==> config.mk <==
export PLATFORM = sky130hd
export DESIGN_NAME = key_entry_seq
export DESIGN_NICKNAME = d
export VERILOG_FILES = /design/src/rtl/key_pkg.sv /design/src/rtl/key_entry_buf.sv /design/src/rtl/key_entry_seq.sv
export SDC_FILE = /design/constraint.sdc
export NUM_CORES = 1
export LEC_CHECK = 0
export ABC_AREA = 0
export CORE_ASPECT_RATIO = 1.4
export CORE_UTILIZATION = 50
export DETAILED_ROUTE_END_ITERATION = 10
export PLACE_DENSITY = 0.87
export SYNTH_ARGS = -nofsm -noshare
export SYNTH_HDL_FRONTEND = slang
export SYNTH_SLANG_ARGS = --single-unit
export TNS_END_PERCENT = 100
==> constraint.sdc <==
create_clock -name clk -period 6.2 [get_ports clk]
set_input_delay 1.24 -clock clk [delete_from_list [all_inputs] [get_ports clk]]
set_output_delay 1.24 -clock clk [all_outputs]
set_load 0.01 [all_outputs]
==> src/rtl/key_pkg.sv <==
// Shared types and default key codes for the keyboard entry sequencer.
package key_pkg;

  typedef enum logic [2:0] {
    S_IDLE  = 3'd0,
    S_ARMED = 3'd1,
    S_BREAK = 3'd2,
    S_EVAL  = 3'd3,
    S_DONE  = 3'd4
  } key_state_e;

  localparam logic [7:0] KEY_BRK   = 8'hF0;
  localparam logic [7:0] KEY_ENTER = 8'h5A;
  localparam logic [7:0] KEY_BKSP  = 8'h66;

endpackage

==> src/rtl/key_entry_buf.sv <==
// DEPTH x CODE_W digit shift buffer: push inserts at the low end, pop drops the
// newest digit and zero-fills the top.
module key_entry_buf #(
  parameter  int unsigned CODE_W = 8,
  parameter  int unsigned DEPTH  = 4,
  localparam int unsigned DATA_W = DEPTH * CODE_W,
  localparam int unsigned CNT_W  = $clog2(DEPTH + 1)
) (
  input  logic              clk,
  input  logic              reset,
  input  logic              clr_i,
  input  logic              push_i,
  input  logic              pop_i,
  input  logic [CODE_W-1:0] din_i,
  output logic [DATA_W-1:0] data_o,
  output logic [CNT_W-1:0]  count_o,
  output logic              full_o,
  output logic              empty_o
);

  logic [DATA_W-1:0] data_q;
  logic [CNT_W-1:0]  count_q;

  assign full_o  = (count_q == CNT_W'(DEPTH));
  assign empty_o = (count_q == '0);

  always_ff @(posedge clk) begin
    if (!reset) begin
      data_q  <= '0;
      count_q <= '0;
    end else if (clr_i) begin
      data_q  <= '0;
      count_q <= '0;
    end else if (push_i && !full_o) begin
      data_q  <= (data_q << CODE_W) | DATA_W'(din_i);
      count_q <= count_q + CNT_W'(1);
    end else if (pop_i && !empty_o) begin
      data_q  <= data_q >> CODE_W;
      count_q <= count_q - CNT_W'(1);
    end
  end

  assign data_o  = data_q;
  assign count_o = count_q;

endmodule

==> src/rtl/key_entry_seq.sv <==
// Keyboard entry sequencer: acts on key releases (break prefix + code), collects
// digits, handles Backspace/Enter. Optional inactivity timeout: KEY_TIMEOUT_EN.
//
// state | meaning
// IDLE  | disabled, buffer/count/overflow held clear
// ARMED | waiting for a break prefix; make codes ignored
// BREAK | break seen, next code is the released key
// EVAL  | one cycle to act on the latched key
// DONE  | entry complete, buffer frozen until entry_ack
module key_entry_seq
  import key_pkg::*;
#(
  parameter int unsigned        CODE_W      = 8,
  parameter int unsigned        DEPTH       = 4,
  parameter logic [CODE_W-1:0]  BRK_CODE    = KEY_BRK,
  parameter logic [CODE_W-1:0]  ENTER_CODE  = KEY_ENTER,
  parameter logic [CODE_W-1:0]  BKSP_CODE   = KEY_BKSP,
  parameter int unsigned        TIMEOUT_CYC = 50_000_000
) (
  input  logic                          clk,
  input  logic                          reset,
  input  logic                          en,
  input  logic [CODE_W-1:0]             code,
  input  logic                          code_ready,
  input  logic                          valid_key,
  input  logic                          entry_ack,
  output logic [DEPTH*CODE_W-1:0]       buf_data,
  output logic [$clog2(DEPTH+1)-1:0]    count,
  output logic                          entry_done,
  output logic                          overflow,
  output logic                          busy,
  output logic                          timeout
);

  // A degenerate configuration holds the sequencer idle instead of misbehaving.
  localparam bit CFG_OK = (DEPTH >= 1) && (TIMEOUT_CYC >= 2);

  key_state_e        state_q, state_d;
  logic [CODE_W-1:0] code_q, code_d;
  logic              valid_q, valid_d;
  logic              ovf_q, ovf_d;
  logic              buf_clr, buf_push, buf_pop;
  logic              buf_full, buf_empty;
  logic              en_ok;
  logic              tmo_fire;

  assign en_ok = en & CFG_OK;

  key_entry_buf #(.CODE_W(CODE_W), .DEPTH(DEPTH)) u_buf (
    .clk     (clk),
    .reset   (reset),
    .clr_i   (buf_clr),
    .push_i  (buf_push),
    .pop_i   (buf_pop),
    .din_i   (code_q),
    .data_o  (buf_data),
    .count_o (count),
    .full_o  (buf_full),
    .empty_o (buf_empty)
  );

`ifdef KEY_TIMEOUT_EN
  localparam int unsigned TMO_W = (TIMEOUT_CYC > 2) ? $clog2(TIMEOUT_CYC) : 1;

  logic [TMO_W-1:0] tmo_q;
  logic             timeout_q;
  logic             tmo_counting;

  assign tmo_counting = (state_q == S_ARMED) || (state_q == S_BREAK);
  // A strobe on the limit cycle counts as activity and wins over the timeout.
  assign tmo_fire = en_ok && tmo_counting && !code_ready &&
                    (tmo_q == TMO_W'(TIMEOUT_CYC - 1));

  always_ff @(posedge clk) begin
    if (!reset) begin
      tmo_q     <= '0;
      timeout_q <= 1'b0;
    end else begin
      timeout_q <= tmo_fire;
      if (code_ready || tmo_fire || !tmo_counting ||
          (state_d == S_ARMED && state_q != S_ARMED))
        tmo_q <= '0;
      else
        tmo_q <= tmo_q + TMO_W'(1);
    end
  end

  assign timeout = timeout_q;
`else
  assign tmo_fire = 1'b0;
  assign timeout  = 1'b0;
`endif

  always_ff @(posedge clk) begin
    if (!reset) begin
      state_q <= S_IDLE;
      code_q  <= '0;
      valid_q <= 1'b0;
      ovf_q   <= 1'b0;
    end else begin
      state_q <= state_d;
      code_q  <= code_d;
      valid_q <= valid_d;
      ovf_q   <= ovf_d;
    end
  end

  always_comb begin
    state_d  = state_q;
    code_d   = code_q;
    valid_d  = valid_q;
    ovf_d    = ovf_q;
    buf_clr  = 1'b0;
    buf_push = 1'b0;
    buf_pop  = 1'b0;

    if (!en_ok) begin
      state_d = S_IDLE;
      buf_clr = 1'b1;
      ovf_d   = 1'b0;
    end else if (tmo_fire) begin
      state_d = S_ARMED;
      buf_clr = 1'b1;
      ovf_d   = 1'b0;
    end else begin
      unique case (state_q)
        S_IDLE: begin
          buf_clr = 1'b1;
          ovf_d   = 1'b0;
          state_d = S_ARMED;
        end
        S_ARMED: begin
          if (code_ready && code == BRK_CODE) state_d = S_BREAK;
        end
        S_BREAK: begin
          if (code_ready && code != BRK_CODE) begin
            code_d  = code;
            valid_d = valid_key;
            state_d = S_EVAL;
          end
        end
        S_EVAL: begin
          state_d = S_ARMED;
          if (code_q == ENTER_CODE) begin
            if (!buf_empty) state_d = S_DONE;
          end else if (code_q == BKSP_CODE) begin
            buf_pop = 1'b1;
          end else if (valid_q) begin
            if (buf_full) ovf_d = 1'b1;
            else          buf_push = 1'b1;
          end
        end
        S_DONE: begin
          if (entry_ack) begin
            buf_clr = 1'b1;
            ovf_d   = 1'b0;
            state_d = S_ARMED;
          end
        end
        default: state_d = S_IDLE;
      endcase
    end
  end

  assign entry_done = (state_q == S_DONE);
  assign busy       = (state_q != S_IDLE);
  assign overflow   = ovf_q;

endmodule

After elaboration in Yosys (flattened, before gate mapping)
Cells that the tools add are included.
{"block": "word_totals", "register_bits": 48, "elab_cells": 71}
{"block": "classes", "addsub": 2, "eq_ne": 16, "muxes": 29, "bitwise": 2, "n_reduce_logical": 16}
{"op": "$mux W32", "count": 2}
{"op": "$or A32 B8 Y32", "count": 1}
{"op": "$mux W3", "count": 7}
{"op": "$mux W1", "count": 17}
{"op": "$eq A8 B7 Y1 const B", "count": 2}
{"op": "$pmux W3 S5", "count": 1}
{"op": "$ne A2 B2 Y1 const B", "count": 6}
{"op": "$eq A8 B8 Y1 const B", "count": 1}
{"op": "$ne A8 B8 Y1 const B", "count": 1}
{"op": "$eq A3 B2 Y1 const B", "count": 2}
{"op": "$eq A3 B3 Y1 const B", "count": 2}
{"op": "$logic_not A3 Y1", "count": 2}
{"op": "$reduce_and A3 Y1", "count": 2}
{"op": "$reduce_and A6 Y1", "count": 1}
{"op": "$reduce_bool A3 Y1", "count": 2}
{"op": "$logic_and A1 B1 Y1", "count": 4}
{"op": "$add A3 B1 Y3 const B", "count": 1}
{"op": "$eq A3 B1 Y1 const B", "count": 1}
{"op": "$pmux W1 S3", "count": 1}
{"op": "$sub A3 B1 Y3 const B", "count": 1}
{"op": "$logic_not A1 Y1", "count": 2}
{"op": "$ne A2 B1 Y1 const B", "count": 1}
{"op": "$pmux W1 S2", "count": 1}
{"op": "$reduce_and A2 Y1", "count": 1}
{"op": "3 further kinds", "count": 3}

Depth between registers and ports, before layout
{"block": "depth", "depth_word": 9, "ltp_mapped": 11, "depth_no_buf": 8}

By module
Synthesis repeated with hierarchy kept, for this count alone.
{"block": "hier_totals", "hier_cells": 263, "hier_area_um2": 2194.6}
{"mod": "key_entry_buf", "instances": 1, "cells_each": 185, "area_each_um2": 1492.7, "seq_area_each_um2": 700.7}
{"mod": "key_entry_seq", "instances": 1, "cells_each": 78, "area_each_um2": 701.9, "seq_area_each_um2": 260.2}

Least setup slack after synthesis
OpenSTA, ideal clock, no wires.
{"block": "synth_timing", "kind": "input to register", "start": "in en", "end": "reg u_buf.count_q[2] (netlist: u_buf.count_o[2])", "setup_ns": 0.124, "t_arrival_ns": 3.010, "required_time_ns": 6.076, "setup_slack_ns": 3.066, "path_stages": 11, "path_buffers": 3, "cell_sequence": "buf_4 -> and4b_1 -> and3_1 -> buf_2 -> buf_6 -> nand2_2 -> inv_1 -> fa_1 -> and4b_1 -> a22oi_1 -> mux2i_1"}
{"block": "synth_via", "elab_chain_cells": 3, "word_cells_on_any_way": 8}
{"item": "start, declared", "line": "key_entry_seq.sv:22", "rtl": "input logic en,"}
{"item": "$mux W1", "line": "key_entry_seq.sv:117", "rtl": "if (!en_ok) begin"}
{"item": "$logic_and A1 B1 Y1 (on tied branches)", "line": "key_entry_buf.sv:34, key_entry_buf.sv:37"}
{"item": "$mux W3 / $reduce_bool A2 Y1 (equally long branches)"}
{"item": "end signal, assigned", "line": "key_entry_buf.sv:36", "rtl": "count_q <= count_q + CNT_W'(1);"}
{"item": "end signal, assigned", "line": "key_entry_buf.sv:39", "rtl": "count_q <= count_q - CNT_W'(1);"}
{"item": "end, declared", "line": "key_entry_buf.sv:22", "rtl": "logic [CNT_W-1:0] count_q;"}
Parallel ways exist; a longest one is shown, timed or not.
A chain may end at the register's enable or synchronous reset.

Final worst setup path
Same ends and word-level chain as after synthesis.

==> out/metrics.csv <==
stage;metric;value;unit
run_status;status;finished, final reports clean;
clock_network;CTS tree;done;
worst_setup_path;crit end category;flop;
run;MaxCap Viol Count;0;
yosys;number of synthesis warnings;0;
clock_network;setup bufs post-CTS;0;
die;# IOs;53;
timing;Tcrit/Tclk final;63.8;%
placement;HPWL after detailed placement;3980;um
placement;Place WS;1.99;ns
die;Initial Util;52.6;%
timing;setup TNS;0;ns
finish;multi-input logic area;1260;um^2
grt;vias in the first global route;2104;
yosys;number of synthesized flops with an enable pin;0;
finish;# fillers;421;
worst_setup_path;Setup crit start kind;primary input;
clock_network;Max clock buf depth;2;
timing;FMAX;253;MHz
finish;Storage cell area;961;um^2
grt;All-Layer GR Usage;25.6;%
clock_network;clock-pin slew on the worst setup and hold paths;0.09;ns
grt;grt ovf;0;
yosys;syn avg cell area;9.21;um^2
worst_setup_path;CP Data Arrival Time;4.20;ns
timing;endpoints failing hold;0;
clock_network;clk sinks;48;
clock_network;post-CTS resize count;0;
timing;Final min period;3.95;ns
die;Die X;60.6;um
finish;commonest cells after routing, fill and taps aside;51 x clkdlybuf4s50_1, 48 x dfxtp_1, 30 x a21oi_1;
timing;Worst-Margin Slew;1.17;ns
yosys;Async SR Flop Fraction;0;%
yosys;synth top area cells;dfxtp_1 40%, o211ai_1 7.5%, a21oi_1 6.2%, mux2i_1 5.8%, a32oi_1 5.1%;
timing;Finish-stage setup viols;0;
worst_hold_path;HP Class;reg2reg;
route;DRC Markers;0;
yosys;post-synth cell types;49;
yosys;syn_nets;276;
grt;largest net degree at the start of global routing;34;
finish;commonest non-fill, non-tap cell in the layout;clkdlybuf4s50_1;
power_and_ir_drop;Max rail drop VDD;0.000137;V
die;die height;84.0;um
finish;n_diodes;0;
timing;Max Slew Vio Count;0;
finish;synthesis-to-finish area growth;22.2;%
worst_setup_path;most common cell type on the critical path;and4b_1;
placement;Inst Count DP;349;
power_and_ir_drop;Pwr Total;537;uW
route;Via density;6.38;
grt;first-pass GRT wire length;10100;um
die;Die ar.;5090;um^2
die;# rows;29;
worst_setup_path;Critical Path, Cell by Cell;clkdlybuf4s50_1, and4b_1, and3_1, nand2_2, inv_1, fa_1, and4b_1, a22oi_1, mux2i_1;
yosys;Top FF cell, synth;dfxtp_1;
yosys;#FFs+latches synth;48;
yosys;Synth Instances;261;
route;DR vias;2278;
worst_setup_path;Max stage delay on crit path;0.80;ns
worst_setup_path;delay-heaviest family, CP;simple AND/OR/NAND/NOR gates;
yosys;cell accounting for the most synthesized area;dfxtp_1;
worst_setup_path;kind of critical path;in2reg;
worst_setup_path;Buf/Inv on CP;2;
route;routed len/inst;16.8;um
power_and_ir_drop;P per Cell Area;183;nW/um^2
route;total wire length;6000;um
clock_network;root buf cell;clkbuf_8;
placement;RePlAce Congestion;0.855;
route;Routed Antenna Nets;0;
worst_setup_path;CP max FO;26;
die;core area;4570;um^2
clock_network;depth of the CTS H-tree;2;
route;initial drt markers;226;
clock_network;later-pin clock latency in the skew report;0.31;ns
placement;# port buffers;51;
clock_network;# hold bufs at CTS;0;
clock_network;TritonCTS Buffers;5;
finish;share of post-route cells with drive strength above 1;6.10;%
yosys;Netlist Area Pre-Place;2400;um^2
finish;Final Non-Filler Cells;357;
power_and_ir_drop;Leak;0.922;nW
grt;antenna violations before repair;0;
worst_setup_path;required time worst endpoint;6.44;ns
route;drt pass-1 iters;5;
yosys;sequential fraction of the synthesis area;40.0;%
timing;slew margin rel.;22.1;%
timing;final worst clock skew;0.00932;ns
finish;post-layout util;64.3;%
yosys;Synth top area share;40.0;%
worst_setup_path;Crit-path slowest cell;and3_1;
timing;unrepaired setup endpoints after global routing;no;
finish;Nets;309;
timing;Final WS setup;2.25;ns
-- where the power goes --
group / total [mW] / switching [mW] / internal [mW]
Sequential: 0.310 / 0.00157 / 0.309
Clock: 0.202 / 0.110 / 0.0914
Combinational: 0.0250 / 0.0110 / 0.0140
-- synth_stat cells, types with 2 or more instances --
| cell type | number |
|---|---|
| buf_4 | 3 |
| o211ai_1 | 24 |
| o21a_1 | 2 |
| a211oi_1 | 2 |
| nand2b_1 | 3 |
| a21oi_1 | 30 |
| buf_2 | 15 |
| a32oi_1 | 14 |
| clkbuf_1 | 4 |
| o31ai_1 | 8 |
| or3b_2 | 2 |
| dfxtp_1 | 48 |
| nor2_1 | 2 |
| inv_1 | 5 |
| and4b_1 | 2 |
| a31oi_1 | 6 |
| mux2i_1 | 14 |
| nand4_1 | 2 |
| nand3_1 | 12 |
| and4bb_1 | 3 |
| or3_1 | 2 |
| nand2_1 | 18 |
| buf_6 | 3 |
| a22oi_1 | 3 |
| nor2b_1 | 10 |
-- cell families (layout without fill, tap and decap cells) --
logic type | Yosys count | after routing | synth area share (%)
other cells | 1 | 1 | 0.156
simple gates | 66 | 66 | 16.7
compound gates | 99 | 99 | 28.9
flops | 48 | 48 | 40.0
mux | 14 | 14 | 5.83
fa+ha+maj | 1 | 1 | 0.833
buf+inv | 32 | 66 | 7.65
-- metal layers --
layer	part of all wire [%]	GRT usage [%]	wire length, um	vias to the layer above
met2	52	40.5	3100	116
li1	-	-	-	1060
met5	0	0	0	-
met1	40	33.7	2420	1093
met4	2.0	9.92	122	0
met3	5.9	4.96	353	9
-- through the flow --
stage / instance area (um^2) / hold WS, ns
floorplan: 2400 / 0.470
global placement: 2840 / 0.449
detailed placement: 2840 / 0.443
CTS: 2940 / 0.467
global route: 2940 / 0.525
finish: 2940 / 0.464
-- sequential cells by signal (all words and copies together) (netlist names) --
name	cells
valid_q	1
code_q	8
state_q	3
u_buf.data_o	32
overflow	1
u_buf.count_o	3
-- tightest hold or removal path: stages, from the launching register on --
cell and delay, ns:
dfxtp_1 0.32, inv_1 0.05, a21oi_1 0.05
-- path summary, 6_finish.rpt --
path                            cells past startpoint                     from                             to  slack (ns)
worst min-delay path                                2    overflow$_SDFFE_PN0P_          overflow$_SDFFE_PN0P_        0.46
worst min register to register                      2    overflow$_SDFFE_PN0P_          overflow$_SDFFE_PN0P_        0.46
worst max register to register                      8  state_q[0]$_SDFFE_PN0P_  u_buf.count_o[2]$_SDFFE_PP0P_        3.25
worst max-delay path                                9                       en  u_buf.count_o[2]$_SDFFE_PP0P_        2.25
-- layout make-up --
class                      count  share of cell area [%]
clock inverter                 2                   0.468
sequential                    48                    32.7
inverter                       5                   0.639
tap                           62                    2.64
timing repair buffer          53                    17.9
multi-input combinational    181                    42.8
clock buffer                   6                    2.81
Note: power is estimated with default switching activity, not from simulation.
